<file path="src/rtl/fwd_hazard_unit.sv">
// rtl/fwd_hazard_unit.sv - EX forwarding, load-use stall and data-memory freeze controller
//
// Purpose:
//   Tracks destination info of the instructions in EX, MEM and WB in a private
//   shadow pipeline and derives from it the EX operand forwarding selects, the
//   ID-stage write-through selects, the load-use stall/bubble controls and a
//   whole-pipeline freeze for data-memory loads that take more than one cycle.
//
// Ports:
//   clk_i          clock, all state updates on the rising edge
//   rst_n          asynchronous active-low reset
//   id_rs_i        rs of the instruction in ID
//   id_rt_i        rt of the instruction in ID
//   id_use_rs_i    ID instruction reads rs
//   id_use_rt_i    ID instruction reads rt
//   id_valid_i     ID holds a real instruction
//   id_rd_i        destination register of the ID instruction
//   id_regwrite_i  ID instruction writes the register file
//   id_memread_i   ID instruction is a load
//   fwd_a_o        EX operand A select: 00 register file, 01 MEM_WB, 10 EX_MEM
//   fwd_b_o        EX operand B select, same encoding
//   id_byp_a_o     ID rs read takes the WB write data
//   id_byp_b_o     ID rt read takes the WB write data
//   stall_id_o     hold PC and IF_ID
//   bubble_ex_o    zero the ID_EX control bits
//   freeze_o       hold every pipeline register

module fwd_hazard_unit #(
  parameter int ADDR_W    = 5,
  parameter int LOAD_LAT  = 1,
  parameter bit WB_BYPASS = 1'b1
) (
  input  logic              clk_i,
  input  logic              rst_n,
  input  logic [ADDR_W-1:0] id_rs_i,
  input  logic [ADDR_W-1:0] id_rt_i,
  input  logic              id_use_rs_i,
  input  logic              id_use_rt_i,
  input  logic              id_valid_i,
  input  logic [ADDR_W-1:0] id_rd_i,
  input  logic              id_regwrite_i,
  input  logic              id_memread_i,
  output logic [1:0]        fwd_a_o,
  output logic [1:0]        fwd_b_o,
  output logic              id_byp_a_o,
  output logic              id_byp_b_o,
  output logic              stall_id_o,
  output logic              bubble_ex_o,
  output logic              freeze_o
);

  // The freeze counter runs 1..LOAD_LAT-1; LOAD_LAT is at most 15.
  localparam logic [3:0] FREEZE_LAST = 4'(LOAD_LAT - 1);
  localparam bit         MULTI_CYCLE = (LOAD_LAT > 1);

  typedef struct packed {
    logic              valid;
    logic [ADDR_W-1:0] rd;
    logic              regwrite;
    logic              memread;
    logic [ADDR_W-1:0] rs;
    logic [ADDR_W-1:0] rt;
    logic              use_rs;
    logic              use_rt;
  } ex_slot_t;

  typedef struct packed {
    logic              valid;
    logic [ADDR_W-1:0] rd;
    logic              regwrite;
    logic              memread;
  } mw_slot_t;

  typedef enum logic {
    IDLE = 1'b0,
    WAIT = 1'b1
  } state_t;

  ex_slot_t   ex_q;
  mw_slot_t   mem_q;
  mw_slot_t   wb_q;
  state_t     state_q;
  state_t     state_d;
  logic [3:0] cnt_q;
  logic [3:0] cnt_d;
  logic       freeze;
  logic       lu;

  // The WB slot carries memread only so that all slots shift the same record.
  logic unused_wb_memread;
  assign unused_wb_memread = wb_q.memread;

  // A slot "writes r" when it will commit to r; register 0 is never a producer.
  function automatic logic writes(input logic              valid,
                                  input logic              regwrite,
                                  input logic [ADDR_W-1:0] rd,
                                  input logic [ADDR_W-1:0] r);
    return valid && regwrite && (rd == r) && (r != '0);
  endfunction

  // ------------------------------------------------------------------
  // Memory freeze FSM
  // ------------------------------------------------------------------
  always_ff @(posedge clk_i or negedge rst_n) begin
    if (!rst_n) begin
      state_q <= IDLE;
      cnt_q   <= '0;
    end else begin
      state_q <= state_d;
      cnt_q   <= cnt_d;
    end
  end

  // The load sits in MEM for LOAD_LAT cycles: LOAD_LAT-1 frozen ones plus the
  // final cycle in which the pipeline advances. Returning to IDLE only after
  // that advance keeps the same load from triggering a second freeze, while
  // a following load that lands in MEM is seen fresh in IDLE.
  always_comb begin
    state_d = state_q;
    cnt_d   = cnt_q;
    freeze  = 1'b0;
    case (state_q)
      IDLE: begin
        if (MULTI_CYCLE && mem_q.valid && mem_q.memread) begin
          freeze  = 1'b1;
          cnt_d   = 4'd1;
          state_d = WAIT;
        end
      end
      WAIT: begin
        if (cnt_q != FREEZE_LAST) begin
          freeze = 1'b1;
          cnt_d  = cnt_q + 4'd1;
        end else begin
          cnt_d   = '0;
          state_d = IDLE;
        end
      end
      default: begin
        state_d = IDLE;
        cnt_d   = '0;
      end
    endcase
  end

  // ------------------------------------------------------------------
  // Load-use detection against the (possibly held) EX slot
  // ------------------------------------------------------------------
  assign lu = id_valid_i && ex_q.valid && ex_q.memread && (ex_q.rd != '0) &&
              ((id_use_rs_i && (ex_q.rd == id_rs_i)) ||
               (id_use_rt_i && (ex_q.rd == id_rt_i)));

  assign freeze_o    = freeze;
  assign stall_id_o  = freeze || lu;
  assign bubble_ex_o = !freeze && lu;

  // ------------------------------------------------------------------
  // EX forwarding selects; the younger producer in MEM wins over WB, but a
  // load in MEM has no data yet so it never forwards from EX_MEM.
  // ------------------------------------------------------------------
  always_comb begin
    fwd_a_o = 2'b00;
    fwd_b_o = 2'b00;
    if (ex_q.valid && ex_q.use_rs) begin
      if (writes(mem_q.valid, mem_q.regwrite, mem_q.rd, ex_q.rs) && !mem_q.memread) begin
        fwd_a_o = 2'b10;
      end else if (writes(wb_q.valid, wb_q.regwrite, wb_q.rd, ex_q.rs)) begin
        fwd_a_o = 2'b01;
      end
    end
    if (ex_q.valid && ex_q.use_rt) begin
      if (writes(mem_q.valid, mem_q.regwrite, mem_q.rd, ex_q.rt) && !mem_q.memread) begin
        fwd_b_o = 2'b10;
      end else if (writes(wb_q.valid, wb_q.regwrite, wb_q.rd, ex_q.rt)) begin
        fwd_b_o = 2'b01;
      end
    end
  end

  // ID-stage write-through covers the register file's read-before-write window.
  assign id_byp_a_o = WB_BYPASS && id_use_rs_i &&
                      writes(wb_q.valid, wb_q.regwrite, wb_q.rd, id_rs_i);
  assign id_byp_b_o = WB_BYPASS && id_use_rt_i &&
                      writes(wb_q.valid, wb_q.regwrite, wb_q.rd, id_rt_i);

  // ------------------------------------------------------------------
  // Shadow pipeline
  // ------------------------------------------------------------------
  always_ff @(posedge clk_i or negedge rst_n) begin
    if (!rst_n) begin
      ex_q  <= '0;
      mem_q <= '0;
      wb_q  <= '0;
    end else if (!freeze) begin
      wb_q           <= mem_q;
      mem_q.valid    <= ex_q.valid;
      mem_q.rd       <= ex_q.rd;
      mem_q.regwrite <= ex_q.regwrite;
      mem_q.memread  <= ex_q.memread;
      if (lu) begin
        ex_q <= '0;
      end else begin
        ex_q.valid    <= id_valid_i;
        ex_q.rd       <= id_rd_i;
        ex_q.regwrite <= id_regwrite_i;
        ex_q.memread  <= id_memread_i;
        ex_q.rs       <= id_rs_i;
        ex_q.rt       <= id_rt_i;
        ex_q.use_rs   <= id_use_rs_i;
        ex_q.use_rt   <= id_use_rt_i;
      end
    end
  end

endmodule

</file>
<file path="config.mk">
export PLATFORM = sky130hd
export DESIGN_NAME = fwd_hazard_unit
export DESIGN_NICKNAME = d
export VERILOG_FILES = /design/src/rtl/fwd_hazard_unit.sv
export SDC_FILE = /design/constraint.sdc
export NUM_CORES = 1
export LEC_CHECK = 0
export CORE_MARGIN = 2
export CORE_UTILIZATION = 48
export CTS_CLUSTER_SIZE = 12
export DETAILED_ROUTE_END_ITERATION = 6
export PLACE_DENSITY = 0.77
export SKIP_CTS_REPAIR_TIMING = 1
export SLEW_MARGIN = 30
export SYNTH_ARGS = -nofsm -noshare
export SYNTH_HDL_FRONTEND = slang
export SYNTH_SLANG_ARGS = --single-unit
</file>
<file path="constraint.sdc">
create_clock -name clk_i -period 2.98 [get_ports clk_i]
set_clock_uncertainty 0.1 [all_clocks]
set_input_delay 0.298 -clock clk_i [delete_from_list [all_inputs] [get_ports clk_i]]
set_output_delay 0.298 -clock clk_i [all_outputs]
set_load 0.1 [all_outputs]
</file>
# [Yosys cells after proc, flatten, opt, wreduce, memory -nomap -nowiden]
# Cells that the tools add are included.
[totals] register_bits=40 latch_bits=0 mem_bits_rw=0 romBits=0 input_bits=22 output_inout_bits=9 elab_cells=73 n_memories=0
[op_classes] addsub=1 multipliers=0 n_div=0 magnitude_cmp=0 eq_ne=8 shift=0 n_mux=10 n_bitwise=0 reduce_logical=37
[ops] operator="5-bit == test" count=8
[ops] operator="1-bit logical AND" count=27
[ops] operator="5-bit nonzero test" count=5
[ops] operator="20-bit 2-to-1 mux" count=1
[ops] operator="2-bit 2-to-1 mux" count=4
[ops] operator="4-bit by 1-bit adder with 4-bit output (second input constant)" count=1
[ops] operator="1-bit 2-to-1 mux" count=4
[ops] operator="4-bit 2-to-1 mux" count=1
[ops] operator="4-bit nonzero test" count=1
[ops] operator="1-bit zero test" count=2
[ops] operator="1-bit logical OR" count=2

# [Logic depth before layout (Yosys ltp)]
[logic_depth] depth_word=6 ltp_mapped=8 depth_no_buf=7

# [Worst setup path after synthesis]
# Ideal clock, no wire load.
[synth_timing] path_kind="flip-flop to output port" start="register ex_q[9] (netlist name)" end="output fwd_a_o[0]" arrival_time_ns=4.010 path_slack_ns=-1.428 path_stages_with_launch=5 path_cell_list="dfrtp_1 -> or4_1 -> nor2_1 -> nor4_1 -> nor4_1"
[synth_via] elab_chain_cells=6 elab_cells_between_ends=11
[synth_rtl] item="start: declaration" line_no="79" text="ex_slot_t ex_q;"
[synth_rtl] item="5-bit == test" line_no="98" text="return valid && regwrite && (rd == r) && (r != '0);"
[synth_rtl] item="1-bit logical AND (2 in a row)" line_no="98"
[synth_rtl] item="1-bit 2-to-1 mux or 1-bit logical AND (tied branches)" line_no="167, 165"
[synth_rtl] item="2-bit 2-to-1 mux (*)" line_no="165" text="if (writes(mem_q.valid, mem_q.regwrite, mem_q.rd, ex_q.rs) && !mem_q.memread) begin"
[synth_rtl] item="2-bit 2-to-1 mux (*)" line_no="164" text="if (ex_q.valid && ex_q.use_rs) begin"
[synth_rtl] item="end: declaration" line_no="43" text="output logic [1:0] fwd_a_o,"
# Mark *: on every way between the ends. The rest lies on a longest branch, timed or not.

# [Final worst setup path]
[layout_timing] start="register ex_q[4] (netlist name)" end="output fwd_b_o[0]"
[layout_via] elab_chain_cells=6 elab_cells_between_ends=11
[layout_rtl] item="5-bit == test" line_no="98"
[layout_rtl] item="1-bit logical AND (2 in a row)" line_no="98"
[layout_rtl] item="1-bit 2-to-1 mux or 1-bit logical AND (tied branches)" line_no="174, 172"
[layout_rtl] item="2-bit 2-to-1 mux (*)" line_no="172" text="if (writes(mem_q.valid, mem_q.regwrite, mem_q.rd, ex_q.rt) && !mem_q.memread) begin"
[layout_rtl] item="2-bit 2-to-1 mux (*)" line_no="171" text="if (ex_q.valid && ex_q.use_rt) begin"
[layout_rtl] item="end: declaration" line_no="44" text="output logic [1:0] fwd_b_o,"
# Marked as above.

==> flow_metrics.py <==
metrics = {
    "outcome": {
        "run_status": "finished, final reports clean",
    },
    "finish": {
        "antennaDiodeCount": 0,
        "utilization_pct": 63.0,
        "area_growth_pct": 24.2,
        "drive_gt1_share_pct": 18.1,
        "nNetsFinal": 304,
        "fill_cells": 394,
        "layout_common_cells": "90 x nand2_1, 40 x dfrtp_1, 26 x xnor2_1, 21 x o21ai_2, 20 x clkdlybuf4s50_1",
        "final_common_cell": "nand2_1",
        "fin_area_um2": 2780,
    },
    "route": {
        "vias": 1796,
        "met2_length_um": 2390,
        "post-route-drc-count": 0,
        "wl_per_cell_um": 15.3,
        "routed.top_layer": "met4",
        "drt_iter0_markers": 88,
        "ant_nets": 0,
        "finalWirelength_um": 5090,
        "route.met3.wl_um": 215,
        "first_pass_iters": 4,
        "drt-met1-wl_um": 2410,
        "via_per_inst": 5.39,
    },
    "critical_path": {
        "cp_max_fo": 4,
        "slowest_delay_ps": 520,
        "crit_required_ps": 2580,
        "crit_path_end_kind": "primary output",
        "crit_slowest_cell": "or4_1",
        "crit_type": "flip-flop to primary output",
        "worstPathArrival_ps": 2190,
        "path_cells": "or4_1 -> nor2_1 -> nor4_1 -> nor4_4 -> buf_12",
        "start_kind": "flip-flop",
    },
    "cts": {
        "cts_tree": "done",
        "cts_made_buffers": 5,
        "clkTransAtPathRegs_ps": 80,
        "htree_levels": 2,
        "clockRootBuffer": "clkbuf_8",
        "cts_sinks": 40,
        "clock_latency_ps": 290,
        "cts.path.max_buffers": 2,
    },
    "floorplan": {
        "die_h_um": 72.3,
        "io-pin-count": 31,
        "core_um2": 4410,
        "initial_core_util_pct": 50.8,
        "die_area_um2": 5230,
        "rows": 24,
        "die_w_um": 72.3,
    },
    "sta": {
        "max_slew.worst_pin.slew_ps": 642,
        "final.period_utilization_pct": 86.9,
        "relSlewSlack_pct": 56.8,
        "fmax_ghz": 0.386,
        "hold_slack_ps": 368,
        "rsz0062_at_grt": "false",
        "hold_viol": 0,
        "finalMaxSlewViolations": 0,
        "setup_viol": 0,
        "fin_crit_ps": 2590,
    },
    "pwr": {
        "power.total_mw": 1.24,
        "vdd_drop_max_v": 0.000260,
        "power-per-cell-area_nw_per_um2": 444,
        "p_leak_nw": 1.19,
    },
    "logic_synthesis": {
        "synth.avg_cell_area_um2": 8.86,
        "ys_seq_area_share_pct": 44.7,
        "synth.cell_area_um2": 2240,
        "yosys.cell_types.count": 30,
        "synth_warnings": 0,
        "syn-num-nets": 277,
        "ys_ff_latch": 40,
        "syn-instance-count": 253,
    },
    "global_route": {
        "overflow": 0,
        "grt_max_degree": 41,
        "grt_pass1_wl_um": 8490,
        "grt_usage_pct": 21.1,
        "antenna_found_initial": 0,
        "grt_pass1_vias": 1749,
    },
    "placed_design": {
        "gp_congestion": 0.818,
        "io_buffers": 30,
        "placed_area_um2": 2640,
        "dpl.hpwl_um": 3660,
    },
    "run": {
        "cap_violations": 0,
    },
    "hold_path": {
        "min_path_type": "flip-flop to flip-flop",
    },
}
## per-layer routing
metal | vias up | track usage (%)
met5 | - | 0
met4 | 0 | 6.08
met3 | 7 | 4.31
met2 | 48 | 32.6
met1 | 853 | 30.2
li1 | 888 | -
## area by class of cell
type	count	area, um^2	area share, %
Sequential cell	40	1000	36.0
Tap cell	52	65.1	2.34
Clock buffer	7	96.3	3.46
Multi-Input combinational cell	196	1200	43.0
Timing Repair Buffer	34	383	13.8
Clock inverter	1	30.0	1.08
Inverter	3	11.3	0.405
## logic make-up (layout without fill, tap and decap cells)
logic type      count (synthesis)  count (layout)  synth area share, %
buf+inv                        17              45                 3.57
xor+xnor                       39              39                 15.2
flops                          40              40                 44.7
compound gates                 27              27                 9.99
fa+ha+maj                       2               2                 1.12
simple gates                  127             127                 25.0
mux                             1               1                0.447
## power breakdown
part	switching, mW	internal [mW]	total [mW]
combinational	0.0664	0.0755	0.142
sequential	0.0392	0.568	0.607
clock	0.192	0.296	0.488
total	0.298	0.939	1.24
## sequential cells by signal (all words and copies together) (netlist names)
register	flops
state_q	1
wb_q	7
mem_q	8
ex_q	20
cnt_q	4
## critical path, delay by kind of cell, from the launching register on
| kind | cells | cell delay, ps |
|---|---|---|
| and+or+nand+nor | 4 | 1230 |
| DFF | 1 | 440 |
| buffers and inverters | 1 | 210 |
## worst paths after layout
kind | startpoint | end | slack, ps | cells past startpoint
worst max register to register | ex_q[14]$_DFFE_PN0N_ | ex_q[8]$_DFFE_PN0N_ | 830 | 6
worst min register to register | wb_q[1]$_DFFE_PN0N_ | wb_q[1]$_DFFE_PN0N_ | 370 | 2
min in group asynchronous | rst_n | cnt_q[2]$_DFFE_PN0P_ | 420 | 2
worst max-delay path | ex_q[4]$_DFFE_PN0N_ | fwd_b_o[0] | 390 | 5
worst min-delay path | wb_q[1]$_DFFE_PN0N_ | wb_q[1]$_DFFE_PN0N_ | 370 | 2
max in group asynchronous | rst_n | ex_q[12]$_DFFE_PN0N_ | 2010 | 2
## metrics by stage
step	TNS (ps)	setup slack (ps)	instances
3_5_place_dp	0	508	324
2_1_floorplan	-305	-305	253
6_report	0	390	333
4_1_cts	0	370	332
5_1_grt	0	256	333
3_3_place_gp	0	537	324
## synth_stat cells (all sizes together)
library cell  count  area [um^2]
a21oi             3         18.8
o2111ai           1         15.0
nand2b            1         6.26
nor3              3         15.0
dfrtp            40         1000
nand2            90          338
clkbuf            8         30.0
buf               6         38.8
xnor2            26          228
xor2             13          114
inv               3         11.3
nor4              9         56.3
and3              2         12.5
nand4             7         43.8
or2               1         6.26
nor2              3         11.3
and2              2         13.8
nand3             6         30.0
o21ai            23          190
or4               3         26.3
mux2i             1         10.0
ha                2         25.0
(Power assumes the default switching activity.)
